## src/rtl/bev_pkg.sv

```systemverilog
// rtl/bev_pkg.sv - shared camera-mux types and constants for the BEV pixel path
package bev_pkg;

  localparam int NUM_CAM        = 4;
  localparam int CAM_ID_W       = 2;
  localparam int DEF_IMG_WIDTH  = 640;
  localparam int DEF_IMG_HEIGHT = 480;
  localparam int DEF_X_W        = $clog2(DEF_IMG_WIDTH);
  localparam int DEF_Y_W        = $clog2(DEF_IMG_HEIGHT);

  typedef logic [15:0] rgb565_t;

  typedef struct packed {
    rgb565_t              data;
    logic [DEF_X_W-1:0]   x;
    logic [DEF_Y_W-1:0]   y;
    logic                 sof;
  } tagged_pixel_t;

endpackage

```

## src/rtl/pixel_fifo.sv

```systemverilog
// rtl/pixel_fifo.sv - synchronous show-ahead FIFO; full is judged before a same-cycle read
module pixel_fifo #(
  parameter int WIDTH = 16,
  parameter int DEPTH = 8
) (
  input  logic             clk,
  input  logic             rst,
  input  logic             wr_en,
  input  logic [WIDTH-1:0] wr_data,
  input  logic             rd_en,
  output logic [WIDTH-1:0] rd_data,
  output logic             full,
  output logic             empty
);

  localparam int AW = $clog2(DEPTH);

  logic [WIDTH-1:0] mem_q [DEPTH];
  logic [AW:0]      wr_ptr_q, wr_ptr_d;
  logic [AW:0]      rd_ptr_q, rd_ptr_d;
  logic             do_wr, do_rd;

  assign empty   = (wr_ptr_q == rd_ptr_q);
  assign full    = (wr_ptr_q[AW] != rd_ptr_q[AW]) && (wr_ptr_q[AW-1:0] == rd_ptr_q[AW-1:0]);
  assign rd_data = mem_q[rd_ptr_q[AW-1:0]];
  assign do_wr   = wr_en && !full;
  assign do_rd   = rd_en && !empty;

  always_comb begin
    wr_ptr_d = wr_ptr_q;
    rd_ptr_d = rd_ptr_q;
    if (do_wr) wr_ptr_d = wr_ptr_q + (AW+1)'(1);
    if (do_rd) rd_ptr_d = rd_ptr_q + (AW+1)'(1);
  end

  always_ff @(posedge clk) begin
    if (rst) begin
      wr_ptr_q <= '0;
      rd_ptr_q <= '0;
    end else begin
      wr_ptr_q <= wr_ptr_d;
      rd_ptr_q <= rd_ptr_d;
    end
  end

  always_ff @(posedge clk) begin
    if (do_wr) mem_q[wr_ptr_q[AW-1:0]] <= wr_data;
  end

endmodule

```

## src/rtl/multi_camera_pixel_mux.sv

```systemverilog
// rtl/multi_camera_pixel_mux.sv - tags four camera streams with (x,y) and merges them round-robin
// Optional per-camera drop counters are built when MUX_DROP_COUNT_EN is defined.
module multi_camera_pixel_mux
  import bev_pkg::*;
#(
  parameter int  IMG_WIDTH  = 640,
  parameter int  IMG_HEIGHT = 480,
  parameter int  FIFO_DEPTH = 8,
  localparam int XW = $clog2(IMG_WIDTH),
  localparam int YW = $clog2(IMG_HEIGHT)
) (
  input  logic                        clk,
  input  logic                        rst,
  input  rgb565_t [NUM_CAM-1:0]       pixel_data,
  input  logic    [NUM_CAM-1:0]       pixel_valid,
  input  logic    [NUM_CAM-1:0]       frame_done,
  output logic                        out_valid,
  input  logic                        out_ready,
  output logic    [15:0]              out_data,
  output logic    [CAM_ID_W-1:0]      out_cam,
  output logic    [XW-1:0]            out_x,
  output logic    [YW-1:0]            out_y,
  output logic                        out_sof,
  output logic    [NUM_CAM-1:0]       overflow,
  output logic    [NUM_CAM-1:0]       frame_err
`ifdef MUX_DROP_COUNT_EN
  ,output logic   [NUM_CAM-1:0][15:0] drop_count
`endif
);

  typedef struct packed {
    rgb565_t       data;
    logic [XW-1:0] x;
    logic [YW-1:0] y;
    logic          sof;
  } entry_t;

  localparam int EW = $bits(entry_t);

  logic [NUM_CAM-1:0] fifo_full, fifo_empty, fifo_wr, fifo_rd;
  logic [NUM_CAM-1:0] cand, grant_oh, drop_ovf, drop_fe;
  entry_t             fifo_dout [NUM_CAM];
  entry_t             cand_data [NUM_CAM];

  logic                free;
  logic                found;
  logic [CAM_ID_W-1:0] gnt_idx, idx;
  entry_t              sel;

  logic                out_valid_q, out_valid_d;
  logic [15:0]         out_data_q, out_data_d;
  logic [CAM_ID_W-1:0] out_cam_q, out_cam_d;
  logic [XW-1:0]       out_x_q, out_x_d;
  logic [YW-1:0]       out_y_q, out_y_d;
  logic                out_sof_q, out_sof_d;
  logic [CAM_ID_W-1:0] rr_q, rr_d;
  logic [NUM_CAM-1:0]  overflow_q, frame_err_q;

  for (genvar i = 0; i < NUM_CAM; i++) begin : g_cam
    logic [XW-1:0] x_q, x_d;
    logic [YW-1:0] y_q, y_d;
    logic          full_frame_q, full_frame_d;
    logic          wr_ok;
    entry_t        wr_entry;

    always_comb begin
      x_d          = x_q;
      y_d          = y_q;
      full_frame_d = full_frame_q;
      if (frame_done[i]) begin
        x_d          = '0;
        y_d          = '0;
        full_frame_d = 1'b0;
      end else if (pixel_valid[i] && !full_frame_q) begin
        if (x_q == XW'(IMG_WIDTH - 1)) begin
          if (y_q == YW'(IMG_HEIGHT - 1)) begin
            full_frame_d = 1'b1;
          end else begin
            x_d = '0;
            y_d = y_q + YW'(1);
          end
        end else begin
          x_d = x_q + XW'(1);
        end
      end
    end

    always_ff @(posedge clk) begin
      if (rst) begin
        x_q          <= '0;
        y_q          <= '0;
        full_frame_q <= 1'b0;
      end else begin
        x_q          <= x_d;
        y_q          <= y_d;
        full_frame_q <= full_frame_d;
      end
    end

    assign wr_ok       = pixel_valid[i] && !full_frame_q && !fifo_full[i];
    assign drop_fe[i]  = pixel_valid[i] && full_frame_q;
    assign drop_ovf[i] = pixel_valid[i] && !full_frame_q && fifo_full[i];
    assign wr_entry    = {pixel_data[i], x_q, y_q, (x_q == '0) && (y_q == '0)};

    // An empty FIFO lets an arriving pixel bypass straight into the output register.
    assign cand[i]      = !fifo_empty[i] || wr_ok;
    assign cand_data[i] = fifo_empty[i] ? wr_entry : fifo_dout[i];
    assign fifo_wr[i]   = wr_ok && !(grant_oh[i] && fifo_empty[i]);
    assign fifo_rd[i]   = grant_oh[i] && !fifo_empty[i];

    pixel_fifo #(
      .WIDTH (EW),
      .DEPTH (FIFO_DEPTH)
    ) u_fifo (
      .clk     (clk),
      .rst     (rst),
      .wr_en   (fifo_wr[i]),
      .wr_data (wr_entry),
      .rd_en   (fifo_rd[i]),
      .rd_data (fifo_dout[i]),
      .full    (fifo_full[i]),
      .empty   (fifo_empty[i])
    );
  end

  assign free = !out_valid_q || out_ready;

  always_comb begin
    found   = 1'b0;
    gnt_idx = '0;
    idx     = '0;
    for (int k = 0; k < NUM_CAM; k++) begin
      idx = rr_q + CAM_ID_W'(k);
      if (!found && cand[idx]) begin
        found   = 1'b1;
        gnt_idx = idx;
      end
    end
  end

  assign grant_oh = (free && found) ? (NUM_CAM'(1) << gnt_idx) : '0;
  assign sel      = cand_data[gnt_idx];

  always_comb begin
    out_valid_d = out_valid_q;
    out_data_d  = out_data_q;
    out_cam_d   = out_cam_q;
    out_x_d     = out_x_q;
    out_y_d     = out_y_q;
    out_sof_d   = out_sof_q;
    rr_d        = rr_q;
    if (free) begin
      out_valid_d = found;
      if (found) begin
        out_data_d = sel.data;
        out_cam_d  = gnt_idx;
        out_x_d    = sel.x;
        out_y_d    = sel.y;
        out_sof_d  = sel.sof;
        rr_d       = gnt_idx + CAM_ID_W'(1);
      end
    end
  end

  always_ff @(posedge clk) begin
    if (rst) begin
      out_valid_q <= 1'b0;
      out_data_q  <= '0;
      out_cam_q   <= '0;
      out_x_q     <= '0;
      out_y_q     <= '0;
      out_sof_q   <= 1'b0;
      rr_q        <= '0;
      overflow_q  <= '0;
      frame_err_q <= '0;
    end else begin
      out_valid_q <= out_valid_d;
      out_data_q  <= out_data_d;
      out_cam_q   <= out_cam_d;
      out_x_q     <= out_x_d;
      out_y_q     <= out_y_d;
      out_sof_q   <= out_sof_d;
      rr_q        <= rr_d;
      overflow_q  <= overflow_q | drop_ovf;
      frame_err_q <= frame_err_q | drop_fe;
    end
  end

  assign out_valid = out_valid_q;
  assign out_data  = out_data_q;
  assign out_cam   = out_cam_q;
  assign out_x     = out_x_q;
  assign out_y     = out_y_q;
  assign out_sof   = out_sof_q;
  assign overflow  = overflow_q;
  assign frame_err = frame_err_q;

`ifdef MUX_DROP_COUNT_EN
  logic [NUM_CAM-1:0][15:0] drop_cnt_q;

  always_ff @(posedge clk) begin
    if (rst) begin
      drop_cnt_q <= '0;
    end else begin
      for (int i = 0; i < NUM_CAM; i++) begin
        if ((drop_ovf[i] || drop_fe[i]) && (drop_cnt_q[i] != 16'hFFFF))
          drop_cnt_q[i] <= drop_cnt_q[i] + 16'd1;
      end
    end
  end

  assign drop_count = drop_cnt_q;
`endif

endmodule

```

## config.mk

```make
export PLATFORM = sky130hd
export DESIGN_NAME = multi_camera_pixel_mux
export DESIGN_NICKNAME = d
export VERILOG_FILES = /design/src/rtl/bev_pkg.sv /design/src/rtl/pixel_fifo.sv /design/src/rtl/multi_camera_pixel_mux.sv
export SDC_FILE = /design/constraint.sdc
export NUM_CORES = 1
export LEC_CHECK = 0
export CORE_ASPECT_RATIO = 0.75
export CORE_MARGIN = 2
export CORE_UTILIZATION = 30
export DETAILED_ROUTE_END_ITERATION = 16
export GPL_ROUTABILITY_DRIVEN = 0
export REMOVE_ABC_BUFFERS = 1
export SYNTH_ARGS = -nofsm -noshare
export SYNTH_HDL_FRONTEND = slang
export SYNTH_SLANG_ARGS = --single-unit
```

## constraint.sdc

```tcl
create_clock -name clk -period 8.9 [get_ports clk]
set_input_delay 1.78 -clock clk [delete_from_list [all_inputs] [get_ports clk]]
set_output_delay 1.78 -clock clk [all_outputs]
set_load 0.02 [all_outputs]
```

==> qor.tcl, run 1 <==
set qor(clock_tree.buffer_depth) 3
set qor(met3WireLength_um) 8920
set qor(critical_path.startpoint) {pixel_valid[1]}
set qor(post_synthesis_adder_cell_area_fraction) 0.00565
set qor(postSynth.topFlopCell) {sky130_fd_sc_hd__edfxtp_1}
set qor(wirelength_routed_um) 130000
set qor(top_area_cells_in_the_synthesized_netlist) {sky130_fd_sc_hd__edfxtp_1 (65%), sky130_fd_sc_hd__mux4_2 (12%), sky130_fd_sc_hd__dfxtp_1 (6.5%), sky130_fd_sc_hd__mux2i_1 (3.9%), sky130_fd_sc_hd__nor2_1 (1.9%)}
set qor(io_pins) 122
set qor(wl_per_cell_um) 23.1
set qor(post_synthesis_compound_gate_area_fraction) 0.0350
set qor(maximum_number_of_pins_on_one_net_before_global_route_repair) 77
set qor(post-synth-top-count-cell) {sky130_fd_sc_hd__edfxtp_1}
set qor(synthesis.area_um2) 53100
set qor(post_cts.resized_instances) 0
set qor(drt-pass1-iter-count) 6
set qor(max-slew-margin-rel) 0.227
set qor(timing.critical_path.fanout_max) 28
set qor(yosysWarningCount) 0
set qor(required_ns) 9.29
set qor(die_w_um) 490
set qor(ys_seq_elements) 1325
set qor(synth_sequential_area_ratio) 0.716
set qor(rows) 133
set qor(yosysTopAreaCell) {sky130_fd_sc_hd__edfxtp_1}
set qor(met1_length_um) 58600
set qor(first_global_vias) 27000
set qor(max_freq_mhz) 195
set qor(pre_cts_slack_ns) 3.05
set qor(vdd_drop_max_mv) 0.285
set qor(status) {finished clean}
set qor(die_height_um) 369
set qor(startpoint_type) {input port}
set qor(arrival_ns) 5.51
set qor(coreArea_um2) 176000
set qor(post-route-cell-area_um2) 61600
set qor(p_leak_uw) 0.0192
set qor(cts_root_buffer) {sky130_fd_sc_hd__clkbuf_16}
set qor(crit_end) {g_cam[0].u_fifo.mem_q[0][30]}
set qor(setup.worst_path.end_class) {flop}
set qor(synthTopCellsByCount) {sky130_fd_sc_hd__edfxtp_1 (1152), sky130_fd_sc_hd__mux4_2 (288), sky130_fd_sc_hd__nor2_1 (263)}
set qor(io_buffers) 121
set qor(dpl.hpwl_um) 79800
set qor(rr_worst_depth) 10
set qor(netSwitchingPower_uw) 5220
set qor(numCtsBuffers) 131
set qor(design.final.nets) 3266
set qor(synth_simple_gate_area_frac) 0.0530
set qor(yosysUniqueCellTypes) 64
set qor(clockPowerShare) 0.327
set qor(async_flop_share) 0
set qor(transition_at_the_pin_with_the_smallest_max_transition_slack_ns) 1.15
set qor(drcViolationCount) 0
set qor(synth_xor_xnor_area_share) 0.0140
set qor(clk_pin_slew_ns) 0.06
set qor(final.period_utilization) 0.575
set qor(initialDrtViolationCount) 2366
set qor(post_cts.repair.setup_buffers) 0
set qor(antenna_found_initial) 11
set qor(p_comb_frac) 0.229
set qor(critical_path_class) {input port to flop}
set qor(initial_core_utilization) 0.303
set qor(highest-signal-layer) {met5}
set qor(cts.sinks) 1325
set qor(cts_htree_levels) 4
set qor(netlist.area_leader.share) 0.651
set qor(track_usage) 0.142
set qor(timing.clock.skew_ns) 0.0438
set qor(hold-path-cell-count) 2
set qor(synth_enable_flop_cells) 1152
set qor(timing.rr.start) {g_cam[3].u_fifo.wr_ptr_q[0]}
set qor(num_vias) 27500
set qor(gr-total-overflow) 0
set qor(ant_nets) 0
set qor(layout-drive-gt1-share) 0.190
set qor(maxCapViolations) 0
set qor(internal_power_uw) 11700
set qor(met2RoutedLength_um) 58600
set qor(post_drt_via_cell_ratio) 4.88
set qor(cts.hold.buffers_added) 0
set qor(period_needed_ns) 5.12
set qor(synth_top_family_by_area) {multiplexers}
set qor(first_pass_grt_wire_length_um) 189000
set qor(clock_tree_from_tritoncts) {yes}
set qor(totalNegativeSetupSlack_ns) 0
set qor(timing_max_transition_violations_final) 0
set qor(syn_area_per_cell_um2) 17.6
set qor(r2r_slack_ns) 4.36
set qor(synth.mux.area_fraction) 0.161
set qor(synthesis.instances) 3021
set qor(synthToLayoutAreaGrowth_pct) 16.0
set qor(hp-class) {flop to flop}
set qor(power.density_nw_per_um2) 274
set qor(final-setup-viol-count) 0
set qor(fp.dieArea_um2) 181000
set qor(final.setup.worst_slack_ns) 3.78
set qor(postPlaceCellArea_um2) 57300
set qor(finalHoldViolCount) 0
set qor(grt_setup_unrepaired) {no}
set qor(reg_to_reg_end) {g_cam[1].u_fifo.mem_q[2][12]}
set qor(power.total_uw) 16900
set qor(clock_insertion_delay_worst_skew_ns) 0.79
set qor(power.share.switching) 0.309
set qor(sequentialPowerShare) 0.444
power by group through the flow:
stage	registers, uW	logic (uW)	clock network (uW)
after floorplan	7720	2300	0
after global placement	7650	3890	0
after global routing	7570	4160	5890
after detailed placement	7660	3920	0
final	7510	3870	5520
after CTS	7530	3930	5650
routing by layer:
layer  track usage  vias to the layer above
met5             0                        -
met4        0.0483                        2
met3        0.0368                      183
met2         0.213                      752
met1         0.199                    14300
li1              -                    12300
through the flow:
step           hold slack [ns]   util  std cells
6_report                 0.459  0.351       5638
4_1_cts                  0.470  0.351       5633
3_3_place_gp             0.441  0.326       5396
2_1_floorplan            0.450      -       2849
5_1_grt                  0.489  0.351       5634
3_5_place_dp             0.452  0.326       5396
layout by cell type (no fill, tap or decap), types with 11 or more instances in the layout:
cell and instances:
sky130_fd_sc_hd__clkinv_2 20, sky130_fd_sc_hd__nand4_1 29, sky130_fd_sc_hd__inv_1 24, sky130_fd_sc_hd__nand2b_1 11, sky130_fd_sc_hd__or3_1 14, sky130_fd_sc_hd__o211a_1 16, sky130_fd_sc_hd__nor3_1 14, sky130_fd_sc_hd__clkdlybuf4s50_1 120
sky130_fd_sc_hd__nor2_1 256, sky130_fd_sc_hd__clkbuf_16 134, sky130_fd_sc_hd__mux4_2 288, sky130_fd_sc_hd__clkinv_1 18, sky130_fd_sc_hd__buf_4 64, sky130_fd_sc_hd__clkbuf_1 30, sky130_fd_sc_hd__o21ai_0 73, sky130_fd_sc_hd__a211oi_1 23
sky130_fd_sc_hd__xor2_1 48, sky130_fd_sc_hd__nand3_1 26, sky130_fd_sc_hd__o31ai_1 15, sky130_fd_sc_hd__dfxtp_1 161, sky130_fd_sc_hd__edfxtp_1 1152, sky130_fd_sc_hd__ha_1 24, sky130_fd_sc_hd__nor4_1 15, sky130_fd_sc_hd__xnor2_1 37
sky130_fd_sc_hd__nand2_1 128, sky130_fd_sc_hd__a21oi_1 135, sky130_fd_sc_hd__mux2i_1 206
kinds of logic after synthesis:
logic type               Yosys count
multiplexers                     497
adder cells (fa/ha/maj)           24
buffers and inverters            196
AO/OA/AOI/OAI                    301
XOR/XNOR                          85
AND/OR/NAND/NOR                  593
flip-flops                      1325
worst min-delay path by stage:
stage | slack, ns | startpoint | endpoint
final | 0.46 | out_data[9] | out_data[9]
after global routing | 0.49 | out_y[2] | out_y[2]
after CTS | 0.47 | out_y[2] | out_y[2]
after detailed placement | 0.45 | out_y[2] | out_y[2]
after global placement | 0.44 | out_data[9] | out_data[9]
after floorplan | 0.45 | g_cam[2].full_frame_q | g_cam[2].full_frame_q
area by class of cell:
class | instances | area [um2]
antenna | 5 | 12.5
clock buffer | 169 | 3530
clock inverter | 68 | 768
fill | 16400 | 114000
inverter | 24 | 90.1
multi-input combinational | 1500 | 14500
sequential | 1325 | 38100
tap | 2362 | 2960
timing repair buffer | 185 | 1690
critical path: stages:
cell and delay [ns]:
sky130_fd_sc_hd__clkdlybuf4s50_1 0.54, sky130_fd_sc_hd__nand2b_1 0.38, sky130_fd_sc_hd__nand2_1 0.26, sky130_fd_sc_hd__o41a_4 0.56, sky130_fd_sc_hd__o21ai_2 0.16, sky130_fd_sc_hd__o21ai_2 0.22, sky130_fd_sc_hd__nand2b_1 0.33, sky130_fd_sc_hd__nor3_2 0.67
sky130_fd_sc_hd__buf_4 0.57
registers in the layout, summed over array words and instances (netlist names), 9 cells and up, named ones only:
signal	cells
g_cam.u_fifo.mem_q	1152
g_cam.u_fifo.rd_ptr_q	16
g_cam.u_fifo.wr_ptr_q	16
g_cam.x_q	40
g_cam.y_q	36
out_data	16
out_x	10
out_y	9
Power figures use the tool's default switching activity.
==> inputs of run 2 (changes only) <==
Clock period 8.9 ns to 4.94 ns, I/O delays scaled along.
==> run 2 against run 1 <==
  * Critical path depth unchanged
  * Clock skew increased by 0.015 ns
  * Routed wire length grew 1.8%
  * Core utilization is 0.24 points higher
  * Design area grew 0.68%
  * Setup slack got worse by 2.6 ns
  * First-iteration DRC count rose by 14%
  * Worst hold slack better by 0.012 ns
  * Sequential share of layout area shrank 0.42 points
  * Flip-flop and latch count did not move
  * Critical path type is now flop to flop
  * Critical endpoint is now g_cam[2].u_fifo.mem_q[2][29]
==> qor.tcl, run 2 (synthesis gave the netlist of run 1 again) <==
set qor(antenna_found_initial) 15
set qor(design.final.nets) 3284
set qor(cts_htree_levels) 3
set qor(timing_max_transition_violations_final) 0
set qor(final-setup-viol-count) 0
set qor(arrival_ns) 4.18
set qor(numCtsBuffers) 121
set qor(timing.critical_path.fanout_max) 36
set qor(met1_length_um) 58500
set qor(power.density_nw_per_um2) 489
set qor(first_pass_grt_wire_length_um) 192000
set qor(drcViolationCount) 0
set qor(required_ns) 5.37
set qor(post_layout_nonfiller_instances) 5660
set qor(rows) 133
set qor(clock_tree.buffer_depth) 3
set qor(most-common-layout-cells) {sky130_fd_sc_hd__edfxtp_1 (1152), sky130_fd_sc_hd__mux4_2 (288), sky130_fd_sc_hd__nor2_1 (256), sky130_fd_sc_hd__mux2i_1 (206), sky130_fd_sc_hd__dfxtp_1 (161)}
set qor(post_cts.resized_instances) 0
set qor(critical_path.cell_chain) {xnor2_1 -> nand4_1 -> o211a_1 -> o21ai_0 -> a21oi_1 -> a31oi_2 -> nand2b_1 -> nor3b_2 -> buf_12}
set qor(timing.critical_path.max_delay_family) {compound AO/OA/AOI/OAI gates}
set qor(vdd_drop_max_mv) 0.334
set qor(track_usage) 0.144
set qor(maxCapViolations) 0
set qor(fp.dieArea_um2) 181000
set qor(clock_tree_from_tritoncts) {yes}
set qor(ant_nets) 0
set qor(fill_cells) 16400
set qor(hp-class) {flop to flop}
set qor(period_needed_ns) 3.75
set qor(max_freq_mhz) 267
set qor(dpl.hpwl_um) 83800
set qor(p_leak_uw) 0.0193
set qor(met3WireLength_um) 10300
set qor(initialDrtViolationCount) 2699
set qor(critical_path.max_stage_delay_ns) 0.57
set qor(dp_cells) 5424
set qor(transition_at_the_pin_with_the_smallest_max_transition_slack_ns) 1.13
set qor(cts_root_buffer) {sky130_fd_sc_hd__clkbuf_16}
set qor(io_pins) 122
set qor(io_buffers) 121
set qor(clock_insertion_delay_worst_skew_ns) 0.78
set qor(wirelength_routed_um) 132000
set qor(die_w_um) 490
set qor(critical_path_class) {flop to flop}
set qor(num_vias) 27700
set qor(setup.worst_path.end_class) {flop}
set qor(maximum_number_of_pins_on_one_net_before_global_route_repair) 76
set qor(first_global_vias) 27300
set qor(worstPathBufferInverterCount) 1
set qor(status) {finished clean}
set qor(gr-total-overflow) 0
set qor(startpoint_type) {flop}
set qor(layout-drive-gt1-share) 0.197
set qor(die_height_um) 369
set qor(max-slew-margin-rel) 0.237
set qor(largest_reg_flops) 1152
set qor(grt_setup_unrepaired) {no}
set qor(synthToLayoutAreaGrowth_pct) 16.8
set qor(most_common_cell_after_layout_fill_and_taps_aside) {sky130_fd_sc_hd__edfxtp_1}
set qor(critPathSlowestCell) {sky130_fd_sc_hd__dfxtp_1}
set qor(highest-signal-layer) {met5}
set qor(drt-pass1-iter-count) 5
set qor(coreArea_um2) 176000
set qor(post_cts.repair.setup_buffers) 0
set qor(timing.clock.skew_ns) 0.0584
set qor(cts.sinks) 1325
set qor(clk_pin_slew_ns) 0.06
set qor(wl_per_cell_um) 23.4
set qor(finalHoldViolCount) 0
set qor(cts.hold.buffers_added) 0
set qor(final.period_utilization) 0.760
set qor(met2RoutedLength_um) 58900
set qor(initial_core_utilization) 0.303
set qor(hold_slack_ns) 0.471
set qor(post_drt_via_cell_ratio) 4.89
-- run 2: cell types whose count changed in the layout (fill, tap and decap cells not counted), sizes merged --
cell and change:
clkbuf +3, clkinvlp -1, inv -1, clkinv -9
buf +28, bufinv +3, diode -1
-- run 2: worst register-to-register path, delay by kind of cell, from the launching register on --
| family | cells | cell delay [ns] |
|---|---|---|
| flops | 1 | 0.57 |
| xor+xnor | 1 | 0.21 |
| simple gates | 3 | 1.00 |
| compound gates | 4 | 1.28 |
| buf+inv | 1 | 0.30 |
-- run 2: power breakdown --
group | total (uW) | internal (uW) | switching (uW) | leakage, uW
Combinational | 7140 | 2740 | 4400 | 0.00503
Sequential | 13600 | 13000 | 593 | 0.0123
Clock | 9680 | 5410 | 4270 | 0.00202
-- run 2: area by class of cell --
type,count,area [um2],share of cell area
flip-flops and latches,1325,38100,0.614
multi-input cells,1500,14500,0.234
clock buffers,172,3480,0.0561
well taps,2362,2960,0.0476
repair buffers,213,2270,0.0366
clock inverters,60,662,0.0107
inverters,24,90.1,0.00145
diodes,4,10.0,0.000161
-- run 2: final timing paths --
kind                                     from                      endpoint  slack [ns]  cells after the start
setup / recovery  g_cam[0].u_fifo.wr_ptr_q[2]  g_cam[2].u_fifo.mem_q[2][29]        1.19                      9
hold / removal                   frame_err[1]                  frame_err[1]        0.47                      2
setup reg to reg  g_cam[0].u_fifo.wr_ptr_q[2]  g_cam[2].u_fifo.mem_q[2][29]        1.19                      9
hold reg to reg                  frame_err[1]                  frame_err[1]        0.47                      2
-- run 2: routing by layer --
layer,vias to the layer above,track usage
li1,12300,-
met1,14400,0.202
met5,-,0
met4,4,0.0525
met2,829,0.213
met3,198,0.0380
-- run 2: per-stage QoR --
stage	setup slack [ns]	power, uW	setup TNS (ns)	cell area, um2	utilization
5_1_grt	0.894	31600	0	62100	0.353
3_5_place_dp	0.577	21100	0	57900	0.330
2_1_floorplan	-3.81	17800	-2443.18	52400	-
4_1_cts	1.24	30700	0	62000	0.353
6_report	1.19	30400	0	62100	0.353
3_3_place_gp	0.573	21000	0	57900	0.330
==> inputs of run 3 (changes only) <==
Clock period 4.94 ns to 3.5 ns, I/O delays scaled along.
==> run 3 against run 2 <==
  * First-iteration DRC count is 8.9% higher
  * Sequential share of layout area is 1.8 points lower
  * Clock power is 44% higher
  * Setup slack worse by 0.98 ns
  * Critical path type unchanged
  * Critical endpoint is now g_cam[2].u_fifo.mem_q[4][29]
==> qor.tcl, run 3 (synthesis gave the netlist of run 1 again) <==
set qor(design.final.nets) 3465
set qor(io_buffers) 121
set qor(final.setup.worst_slack_ns) 0.212
set qor(power.density_nw_per_um2) 691
set qor(die_w_um) 490
set qor(clockPowerShare) 0.316
set qor(wirelength_routed_um) 136000
set qor(initial_core_utilization) 0.303
set qor(num_vias) 28600
set qor(hold-path-cell-count) 2
set qor(hold_start) {out_data[9]}
set qor(min_delay_worst_endpoint) {out_data[9]}
set qor(netSwitchingPower_uw) 13400
set qor(layout-drive-gt1-share) 0.234
set qor(gr-total-overflow) 0
set qor(post_layout_nonfiller_instances) 5837
set qor(groute.layer.met3.usage) 0.0281
set qor(grtUsageMet2) 0.223
set qor(maximum_number_of_pins_on_one_net_before_global_route_repair) 76
set qor(final-setup-viol-count) 0
set qor(grt_most_used_layer) {met2}
set qor(maxCapViolations) 0
set qor(r2r_slack_ns) 0.21
set qor(internal_power_uw) 30700
set qor(rows) 133
set qor(post-route-cell-area_um2) 63900
set qor(drcViolationCount) 0
set qor(wl_per_cell_um) 23.3
set qor(power.total_uw) 44100
set qor(power.share.switching) 0.304
set qor(grt_setup_unrepaired) {no}
set qor(required_ns) 3.95
set qor(synthToLayoutAreaGrowth_pct) 20.2
set qor(timing.critical_path.fanout_max) 36
set qor(dp_cells) 5596
set qor(transition_at_the_pin_with_the_smallest_max_transition_slack_ns) 1.24
set qor(antenna_found_initial) 7
set qor(sequentialPowerShare) 0.429
set qor(pre_cts_slack_ns) -0.203
set qor(startpoint_type) {flop}
set qor(max_freq_mhz) 304
set qor(status) {finished clean}
set qor(clock_tree.buffer_depth) 3
set qor(drt-pass1-iter-count) 6
set qor(track_usage) 0.148
set qor(postPlaceCellArea_um2) 59600
set qor(p_comb_frac) 0.255
set qor(largest_reg_flops) 1152
set qor(timing.clock.skew_ns) 0.0457
set qor(reg_to_reg_end) {g_cam[2].u_fifo.mem_q[4][29]}
set qor(die_height_um) 369
set qor(dpl.hpwl_um) 91600
set qor(rr_worst_depth) 10
set qor(period_needed_ns) 3.29
set qor(finalHoldViolCount) 0
set qor(timing.rr.start) {g_cam[0].u_fifo.wr_ptr_q[0]}
set qor(post_drt_via_cell_ratio) 4.89
set qor(postLayoutCoreUtil) 0.364
set qor(numCtsBuffers) 130
set qor(final.period_utilization) 0.939
set qor(most-common-layout-cells) {sky130_fd_sc_hd__edfxtp_1 (1152), sky130_fd_sc_hd__mux4_2 (288), sky130_fd_sc_hd__nor2_1 (256), sky130_fd_sc_hd__mux2i_1 (206), sky130_fd_sc_hd__buf_4 (199)}
set qor(p_leak_uw) 0.0204
set qor(cts_htree_levels) 4
set qor(most_common_cell_after_layout_fill_and_taps_aside) {sky130_fd_sc_hd__edfxtp_1}
set qor(fill_cells) 16200
set qor(first_pass_grt_wire_length_um) 198000
set qor(hp-class) {flop to flop}
set qor(vdd_drop_max_mv) 0.597
set qor(ant_nets) 0
set qor(fp.dieArea_um2) 181000
set qor(clock_insertion_delay_worst_skew_ns) 0.79
set qor(clk_pin_slew_ns) 0.06
set qor(use_met1) 0.219
set qor(coreArea_um2) 176000
set qor(first_global_vias) 28100
set qor(setup.worst_path.end_class) {flop}
set qor(critical_path_class) {flop to flop}
set qor(timing_max_transition_violations_final) 0
set qor(cts.sinks) 1325
set qor(arrival_ns) 3.74
set qor(cts_root_buffer) {sky130_fd_sc_hd__clkbuf_16}
set qor(initialDrtViolationCount) 2938
set qor(io_pins) 122
set qor(clock_tree_from_tritoncts) {yes}
set qor(max-slew-margin-rel) 0.164
-- run 3: worst max path at each step --
stage,from,to,slack (ns)
after floorplan,g_cam[2].u_fifo.wr_ptr_q[1],flop,-5.25
after global placement,pixel_valid[1],g_cam[1].u_fifo.mem_q[4][27],-0.19
after detailed placement,pixel_valid[1],g_cam[1].u_fifo.mem_q[4][27],-0.20
after CTS,g_cam[0].u_fifo.wr_ptr_q[0],g_cam[1].u_fifo.mem_q[4][9],0.16
after global routing,g_cam[0].u_fifo.wr_ptr_q[0],g_cam[2].u_fifo.mem_q[4][29],0.08
final,g_cam[0].u_fifo.wr_ptr_q[0],g_cam[2].u_fifo.mem_q[4][29],0.21
-- run 3: timing repair --
item                                    CTS  global route
hold buffers                              0             0
endpoints found under the setup margin    0            11
gates resized for setup                   0             1
buffers inserted                          0             0
-- run 3: per-stage QoR --
| stage | setup TNS [ns] | hold WS (ns) |
|---|---|---|
| final | 0 | 0.465 |
| after global routing | 0 | 0.493 |
| after CTS | 0 | 0.441 |
| after detailed placement | -83.97 | 0.452 |
| after global placement | -71.25 | 0.444 |
| after floorplan | -4181.78 | 0.450 |
-- run 3: per-layer routing --
| metal | wire [um] | vias up |
|---|---|---|
| met4 | 2510 | 0 |
| met1 | 62900 | 14900 |
| met3 | 9270 | 145 |
| li1 | - | 12700 |
| met2 | 61600 | 900 |
| met5 | 0 | - |
-- run 3: cell type report --
| class | instances | area, um2 | area share |
|---|---|---|---|
| Antenna cell | 6 | 15.0 | 0.000235 |
| Multi-Input combinational cell | 1500 | 14500 | 0.227 |
| Inverter | 24 | 90.1 | 0.00141 |
| Clock buffer | 170 | 3470 | 0.0544 |
| Sequential cell | 1325 | 38100 | 0.596 |
| Tap cell | 2362 | 2960 | 0.0463 |
| Timing Repair Buffer | 385 | 4000 | 0.0626 |
| Clock inverter | 65 | 773 | 0.0121 |
-- run 3: critical path, stage by stage (launching register included) --
cell and delay, ns:
sky130_fd_sc_hd__dfxtp_1 0.46, sky130_fd_sc_hd__xnor2_1 0.19, sky130_fd_sc_hd__nand4_1 0.34, sky130_fd_sc_hd__o211a_1 0.34, sky130_fd_sc_hd__o21ai_0 0.29, sky130_fd_sc_hd__a21oi_1 0.13
sky130_fd_sc_hd__a31oi_2 0.20, sky130_fd_sc_hd__buf_4 0.18, sky130_fd_sc_hd__nand2b_1 0.18, sky130_fd_sc_hd__nor3b_2 0.31, sky130_fd_sc_hd__buf_12 0.29
-- run 3: power by group through the flow --
stage	Clock [uW]	Sequential [uW]	Combinational (uW)
after detailed placement	0	19300	11400
final	13900	18900	11300
after global placement	0	19300	11300
after global routing	14800	19000	12000
after CTS	14200	19000	11400
after floorplan	0	19700	5900
